### src/rtl/sync_fifo_prog.sv
// Single-clock FIFO of any depth with registered or first-word-fall-through read,
// programmable almost-full/almost-empty thresholds, fill level, sticky error flags and flush.
module sync_fifo_prog #(
  parameter int WIDTH    = 8,
  parameter int DEPTH    = 16,
  parameter int FWFT     = 0,
  parameter int AF_LEVEL = DEPTH - 1,
  parameter int AE_LEVEL = 1
) (
  input  logic                       clk,
  input  logic                       rst_n,
  input  logic                       clr,
  input  logic                       wr_en,
  input  logic [WIDTH-1:0]           wr_data,
  input  logic                       rd_en,
  output logic [WIDTH-1:0]           rd_data,
  output logic                       rd_valid,
  output logic [$clog2(DEPTH+1)-1:0] level,
  output logic                       full,
  output logic                       empty,
  output logic                       almost_full,
  output logic                       almost_empty,
  output logic                       overflow,
  output logic                       underflow
);

  localparam int PW = (DEPTH < 2) ? 1 : $clog2(DEPTH);
  localparam int LW = $clog2(DEPTH + 1);

  localparam logic [PW-1:0] PTR_LAST = PW'(DEPTH - 1);
  localparam logic [LW-1:0] LVL_FULL = LW'(DEPTH);
  localparam logic [LW-1:0] LVL_AF   = LW'(AF_LEVEL);
  localparam logic [LW-1:0] LVL_AE   = LW'(AE_LEVEL);

  if (WIDTH < 1) begin : g_bad_width
    $error("sync_fifo_prog: WIDTH must be >= 1");
  end
  if (DEPTH < 2) begin : g_bad_depth
    $error("sync_fifo_prog: DEPTH must be >= 2");
  end
  if (FWFT != 0 && FWFT != 1) begin : g_bad_fwft
    $error("sync_fifo_prog: FWFT must be 0 or 1");
  end
  if (AF_LEVEL < 1 || AF_LEVEL > DEPTH) begin : g_bad_af
    $error("sync_fifo_prog: AF_LEVEL must be in 1..DEPTH");
  end
  if (AE_LEVEL < 0 || AE_LEVEL > DEPTH - 1) begin : g_bad_ae
    $error("sync_fifo_prog: AE_LEVEL must be in 0..DEPTH-1");
  end

  logic [WIDTH-1:0] mem_q [DEPTH];
  logic [PW-1:0]    wr_ptr_q, wr_ptr_d;
  logic [PW-1:0]    rd_ptr_q, rd_ptr_d;
  logic [LW-1:0]    level_q, level_d;
  logic             overflow_q, overflow_d;
  logic             underflow_q, underflow_d;
  logic             rd_acc, wr_acc;

  // Flush wins over both requests, so neither side is accepted while clr is high.
  assign rd_acc = rd_en & ~empty & ~clr;
  assign wr_acc = wr_en & (~full | rd_acc) & ~clr;

  // NOTE: every output of a combinational block gets a default first, so no path leaves it unassigned (no latch).
  always_comb begin
    wr_ptr_d    = wr_ptr_q;
    rd_ptr_d    = rd_ptr_q;
    level_d     = level_q;
    overflow_d  = overflow_q;
    underflow_d = underflow_q;
    if (clr) begin
      wr_ptr_d    = '0;
      rd_ptr_d    = '0;
      level_d     = '0;
      overflow_d  = 1'b0;
      underflow_d = 1'b0;
    end else begin
      if (wr_acc) wr_ptr_d = (wr_ptr_q == PTR_LAST) ? '0 : wr_ptr_q + 1'b1;
      if (rd_acc) rd_ptr_d = (rd_ptr_q == PTR_LAST) ? '0 : rd_ptr_q + 1'b1;
      if (wr_acc && !rd_acc) level_d = level_q + 1'b1;
      if (rd_acc && !wr_acc) level_d = level_q - 1'b1;
      if (wr_en && !wr_acc) overflow_d = 1'b1;
      if (rd_en && !rd_acc) underflow_d = 1'b1;
    end
  end

  // NOTE: state registers use non-blocking assignments so every flop samples pre-edge values.
  always_ff @(posedge clk or negedge rst_n) begin
    if (!rst_n) begin
      wr_ptr_q    <= '0;
      rd_ptr_q    <= '0;
      level_q     <= '0;
      overflow_q  <= 1'b0;
      underflow_q <= 1'b0;
    end else begin
      wr_ptr_q    <= wr_ptr_d;
      rd_ptr_q    <= rd_ptr_d;
      level_q     <= level_d;
      overflow_q  <= overflow_d;
      underflow_q <= underflow_d;
    end
  end

  // NOTE: the storage array has no reset; pointers and level define which words are meaningful.
  always_ff @(posedge clk) begin
    if (wr_acc) mem_q[wr_ptr_q] <= wr_data;
  end

  assign level        = level_q;
  assign full         = (level_q == LVL_FULL);
  assign empty        = (level_q == '0);
  assign almost_full  = (level_q >= LVL_AF);
  assign almost_empty = (level_q <= LVL_AE);
  assign overflow     = overflow_q;
  assign underflow    = underflow_q;

  if (FWFT != 0) begin : g_fwft
    // Head word is always presented; rd_en only acknowledges it.
    assign rd_data  = mem_q[rd_ptr_q];
    assign rd_valid = ~empty;
  end else begin : g_reg_read
    logic [WIDTH-1:0] rd_data_q;
    logic             rd_valid_q;

    always_ff @(posedge clk or negedge rst_n) begin
      if (!rst_n) begin
        rd_data_q  <= '0;
        rd_valid_q <= 1'b0;
      end else begin
        rd_valid_q <= rd_acc;
        if (rd_acc) rd_data_q <= mem_q[rd_ptr_q];
      end
    end

    assign rd_data  = rd_data_q;
    assign rd_valid = rd_valid_q;
  end

endmodule
### config.mk
export PLATFORM = sky130hd
export DESIGN_NAME = sync_fifo_prog
export DESIGN_NICKNAME = d
export VERILOG_FILES = /design/src/rtl/sync_fifo_prog.sv
export SDC_FILE = /design/constraint.sdc
export NUM_CORES = 1
export LEC_CHECK = 0
export CORE_MARGIN = 5
export CORE_UTILIZATION = 45
export CTS_CLUSTER_DIAMETER = 150
export DETAILED_ROUTE_END_ITERATION = 6
export GPL_TIMING_DRIVEN = 0
export PLACE_DENSITY = 0.65
export SLEW_MARGIN = 20
export SYNTH_ARGS = -nofsm -noshare
export SYNTH_HDL_FRONTEND = slang
export SYNTH_SLANG_ARGS = --single-unit
### constraint.sdc
create_clock -name clk -period 4.4 [get_ports clk]
set_input_delay 0.44 -clock clk [delete_from_list [all_inputs] [get_ports clk]]
set_output_delay 0.44 -clock clk [all_outputs]
set_load 0.02 [all_outputs]
==> run_summary.xml <==
<?xml version="1.0" encoding="UTF-8"?>
<metrics>
  <group name="timing">
    <metric name="hold_violations" unit="">0</metric>
    <metric name="slew_hr" unit="">0.5519</metric>
    <metric name="unrepaired_setup_endpoints_after_global_routing" unit="">no</metric>
    <metric name="final.setup.worst_slack" unit="ns">1.542</metric>
    <metric name="final.min_clock_period" unit="ns">2.858</metric>
    <metric name="final.setup_skew" unit="ns">0.01206</metric>
    <metric name="worst-slew-pin-transition" unit="ns">0.6721</metric>
    <metric name="slew_viol_final" unit="">0</metric>
    <metric name="report.final.setup_viol" unit="">0</metric>
    <metric name="setup_tns" unit="ns">0</metric>
    <metric name="finalCritPeriodShare" unit="">0.6494</metric>
    <metric name="maxClockFrequency" unit="MHz">350.0</metric>
  </group>
  <group name="synth">
    <metric name="synth_sequential_area_ratio" unit="">0.7079</metric>
    <metric name="synth.lib_cells_used.distinct" unit="">46</metric>
    <metric name="synth_async_sr_flop_share" unit="">0.1579</metric>
    <metric name="synth.ff_latch_count" unit="">152</metric>
    <metric name="synthesis.yosys.warnings" unit="">0</metric>
    <metric name="yosysTopAreaCell" unit="">sky130_fd_sc_hd__edfxtp_1</metric>
    <metric name="synth_fp_nets" unit="">377</metric>
    <metric name="syn-instance-count" unit="">354</metric>
    <metric name="avgSynthCellArea" unit="um2">17.74</metric>
    <metric name="synthFlopType" unit="">sky130_fd_sc_hd__edfxtp_1</metric>
    <metric name="ys_top_cells_by_area" unit="">sky130_fd_sc_hd__edfxtp_1 61%, sky130_fd_sc_hd__mux4_2 11%, sky130_fd_sc_hd__dfrtp_1 9.6%</metric>
    <metric name="combined_area_of_all_synthesized_cells" unit="mm2">0.006279</metric>
    <metric name="yosys.area.top_type_share" unit="">0.6122</metric>
    <metric name="synth_edf_count" unit="">128</metric>
  </group>
  <group name="routing">
    <metric name="drtPass1Iterations" unit="">5</metric>
    <metric name="number_of_drc_markers_after_the_initial_detailed_route_iteration" unit="">259</metric>
    <metric name="vias_per_cell" unit="">5.601</metric>
    <metric name="routed_wirelength" unit="um">12690</metric>
    <metric name="vias" unit="">3366</metric>
    <metric name="post_route_drc_violation_count" unit="">0</metric>
    <metric name="final_antenna_net_count" unit="">0</metric>
    <metric name="route.detailed.wl_per_inst" unit="um">21.11</metric>
  </group>
  <group name="power">
    <metric name="power.leakage" unit="nW">2.445</metric>
    <metric name="pwr_dens" unit="mW/mm2">533.8</metric>
    <metric name="vdd.ir_drop.worst" unit="mV">0.2357</metric>
  </group>
  <group name="die">
    <metric name="die_w" unit="um">128.1</metric>
    <metric name="effective_utilization_at_floorplan" unit="">0.4559</metric>
    <metric name="die_h" unit="um">128.1</metric>
    <metric name="placeableCoreArea" unit="mm2">0.01377</metric>
    <metric name="boundaryPins" unit="">33</metric>
    <metric name="placementRows" unit="">43</metric>
    <metric name="floorplan.die_area" unit="mm2">0.01641</metric>
  </group>
  <group name="setup_path">
    <metric name="start_of_the_worst_register_to_register_path" unit="">level[0]</metric>
    <metric name="rr_endpoint" unit="">mem_q[7][5]</metric>
    <metric name="critical_path_required" unit="ns">3.96</metric>
    <metric name="worst_ep_arrival_time" unit="ns">2.42</metric>
    <metric name="worst_reg_to_reg_cells" unit="">6</metric>
    <metric name="crit_start" unit="">level[0]</metric>
    <metric name="end_kind" unit="">output port</metric>
    <metric name="cp_max_fo" unit="">9</metric>
    <metric name="regToRegSetupSlack" unit="ns">1.61</metric>
    <metric name="worstSetupPathType" unit="">reg -&gt; out</metric>
    <metric name="start_kind" unit="">flop</metric>
  </group>
  <group name="global_routing">
    <metric name="maximum_number_of_pins_on_one_net_before_global_route_repair" unit="">25</metric>
    <metric name="grt_first_pass_wirelength" unit="um">19710</metric>
    <metric name="grtUsageTotal" unit="">0.1659</metric>
    <metric name="grt_antenna_before_repair" unit="">0</metric>
    <metric name="number_of_global_route_vias_before_repair" unit="">3414</metric>
    <metric name="grt.overflow.total" unit="">0</metric>
  </group>
  <group name="layout">
    <metric name="diodes" unit="">0</metric>
    <metric name="final_net_count" unit="">431</metric>
    <metric name="drive_above_1_share" unit="">0.2162</metric>
    <metric name="synthToLayoutAreaGrowth" unit="%">17.92</metric>
  </group>
  <group name="clock_network">
    <metric name="cts-root-to-sink-buffers" unit="">2</metric>
    <metric name="numCtsBuffers" unit="">17</metric>
    <metric name="cts.repair_timing.setup_buffer_count" unit="">0</metric>
    <metric name="cts_repair_resize_count" unit="">0</metric>
    <metric name="cts-root-buf" unit="">sky130_fd_sc_hd__clkbuf_16</metric>
    <metric name="clk-insertion-delay-late" unit="ns">0.42</metric>
    <metric name="cts_tree" unit="">done</metric>
    <metric name="numClockSinks" unit="">152</metric>
    <metric name="cts_max_level" unit="">4</metric>
    <metric name="cts-hold-fix-buffers" unit="">0</metric>
    <metric name="clkSlewWorstSetupHoldPaths" unit="ns">0.06</metric>
  </group>
  <group name="job">
    <metric name="maxCapViolations" unit="">0</metric>
  </group>
  <group name="placed_design">
    <metric name="placement.io_buffers" unit="">32</metric>
    <metric name="place_worst_setup_slack" unit="ns">1.495</metric>
    <metric name="hpwl" unit="um">8259</metric>
    <metric name="gp_congestion" unit="">0.7853</metric>
  </group>
  <group name="outcome">
    <metric name="outcome" unit="">finished, final reports clean</metric>
  </group>
  <group name="worst_hold_path">
    <metric name="timing.hold.worst.class" unit="">in -&gt; async</metric>
  </group>
</metrics>
==> routing by layer <==
| metal | vias to the layer above | routed length (um) | GRT usage | part of all wire |
|---|---|---|---|---|
| li1 | 1521 | - | - | - |
| met1 | 1740 | 5546 | 0.2339 | 0.44 |
| met2 | 88 | 6341 | 0.2609 | 0.50 |
| met3 | 17 | 631 | 0.03375 | 0.050 |
| met4 | 0 | 172 | 0.05431 | 0.014 |
| met5 | - | 0 | 0 | 0 |
==> cell type report <==
class	instances	area (um2)
plain buffers	16	85.08
clock buffers	19	432.9
clock inverters	13	122.6
fillers	1130	6370
inverters	10	42.54
multi-input cells	176	1718
flip-flops and latches	152	4444
well taps	180	225.2
repair buffers	35	332.8
==> worst max path at each step <==
stage,endpoint,cells past startpoint
floorplan,mem_q[3][0],5
global placement,mem_q[3][0],4
detailed placement,mem_q[5][1],5
CTS,empty,5
global route,empty,5
finish,empty,5
==> synthesized netlist by cell type (2+ instances only) <==
master and number:
sky130_fd_sc_hd__a21o_1 2, sky130_fd_sc_hd__a21oi_1 17, sky130_fd_sc_hd__a31oi_1 2, sky130_fd_sc_hd__and2_1 14, sky130_fd_sc_hd__buf_2 3, sky130_fd_sc_hd__clkbuf_1 10
sky130_fd_sc_hd__dfrtp_1 24, sky130_fd_sc_hd__edfxtp_1 128, sky130_fd_sc_hd__ha_1 10, sky130_fd_sc_hd__inv_1 9, sky130_fd_sc_hd__mux2_2 8, sky130_fd_sc_hd__mux2i_1 2
sky130_fd_sc_hd__mux4_2 32, sky130_fd_sc_hd__nand2_1 13, sky130_fd_sc_hd__nand2_4 2, sky130_fd_sc_hd__nand2b_1 2, sky130_fd_sc_hd__nand3_1 3, sky130_fd_sc_hd__nor2_1 14
sky130_fd_sc_hd__nor3_1 8, sky130_fd_sc_hd__nor3b_1 2, sky130_fd_sc_hd__o21ai_0 5, sky130_fd_sc_hd__o22ai_1 17, sky130_fd_sc_hd__or3_1 2, sky130_fd_sc_hd__or4_1 2
sky130_fd_sc_hd__xnor2_1 2
==> power breakdown <==
group | internal, mW | switching, mW | total [mW]
Sequential | 1.64 | 0.0721 | 1.71
Clock | 0.783 | 0.571 | 1.35
Combinational | 0.402 | 0.481 | 0.883
Total | 2.83 | 1.12 | 3.95
==> flip-flops by register name, summed over array words and instances, names as in the netlist <==
signal     cells
mem_q        128
rd_data        8
level          5
rd_ptr_q       4
wr_ptr_q       4
overflow       1
rd_valid       1
underflow      1
==> through the flow <==
stage | instance area, um2 | power, mW | utilization | instances | hold slack (ns)
3_3_place_gp | 6824 | 2.623 | 0.4955 | 566 | 0.4856
2_1_floorplan | 6279 | 2.293 | - | 354 | 0.1444
3_5_place_dp | 6848 | 2.635 | 0.4972 | 569 | 0.4812
4_1_cts | 7403 | 3.984 | 0.5375 | 601 | 0.03075
6_report | 7403 | 3.952 | 0.5375 | 601 | 0.02565
5_1_grt | 7403 | 4.139 | 0.5375 | 601 | 0.05957
==> kinds of logic (layout without fill, tap and decap cells) <==
| family | after synthesis | after routing | synth area share |
|---|---|---|---|
| flip-flops | 152 | 152 | 0.7079 |
| AND/OR/NAND/NOR | 71 | 71 | 0.06377 |
| AO/OA/AOI/OAI | 50 | 50 | 0.05161 |
| multiplexers | 42 | 42 | 0.1323 |
| buffers and inverters | 26 | 93 | 0.02033 |
| adder cells (fa/ha/maj) | 10 | 10 | 0.01993 |
| XOR/XNOR | 3 | 3 | 0.004186 |
==> layout by cell type (no fill, tap or decap), drive strengths merged, types with 3 or more instances in the layout <==
master | synthesis | final
a21oi | 17 | 17
and2 | 14 | 14
buf | 5 | 9
clkbuf | 11 | 30
clkdlybuf4s50 | 0 | 31
clkinv | 1 | 6
clkinvlp | 0 | 4
dfrtp | 24 | 24
edfxtp | 128 | 128
ha | 10 | 10
inv | 9 | 12
mux2 | 8 | 8
mux4 | 32 | 32
nand2 | 15 | 15
nand3 | 3 | 3
nor2 | 15 | 15
nor3 | 8 | 8
o21ai | 5 | 5
o22ai | 17 | 17
==> worst max-delay path, stage by stage (launching register included) <==
cell and delay, ns:
sky130_fd_sc_hd__dfrtp_1 0.48, sky130_fd_sc_hd__inv_1 0.13, sky130_fd_sc_hd__ha_1 0.16, sky130_fd_sc_hd__or4b_4 0.51, sky130_fd_sc_hd__clkinv_4 0.12, sky130_fd_sc_hd__clkdlybuf4s50_1 0.61
No activity file was read; power rests on OpenSTA's default activity.
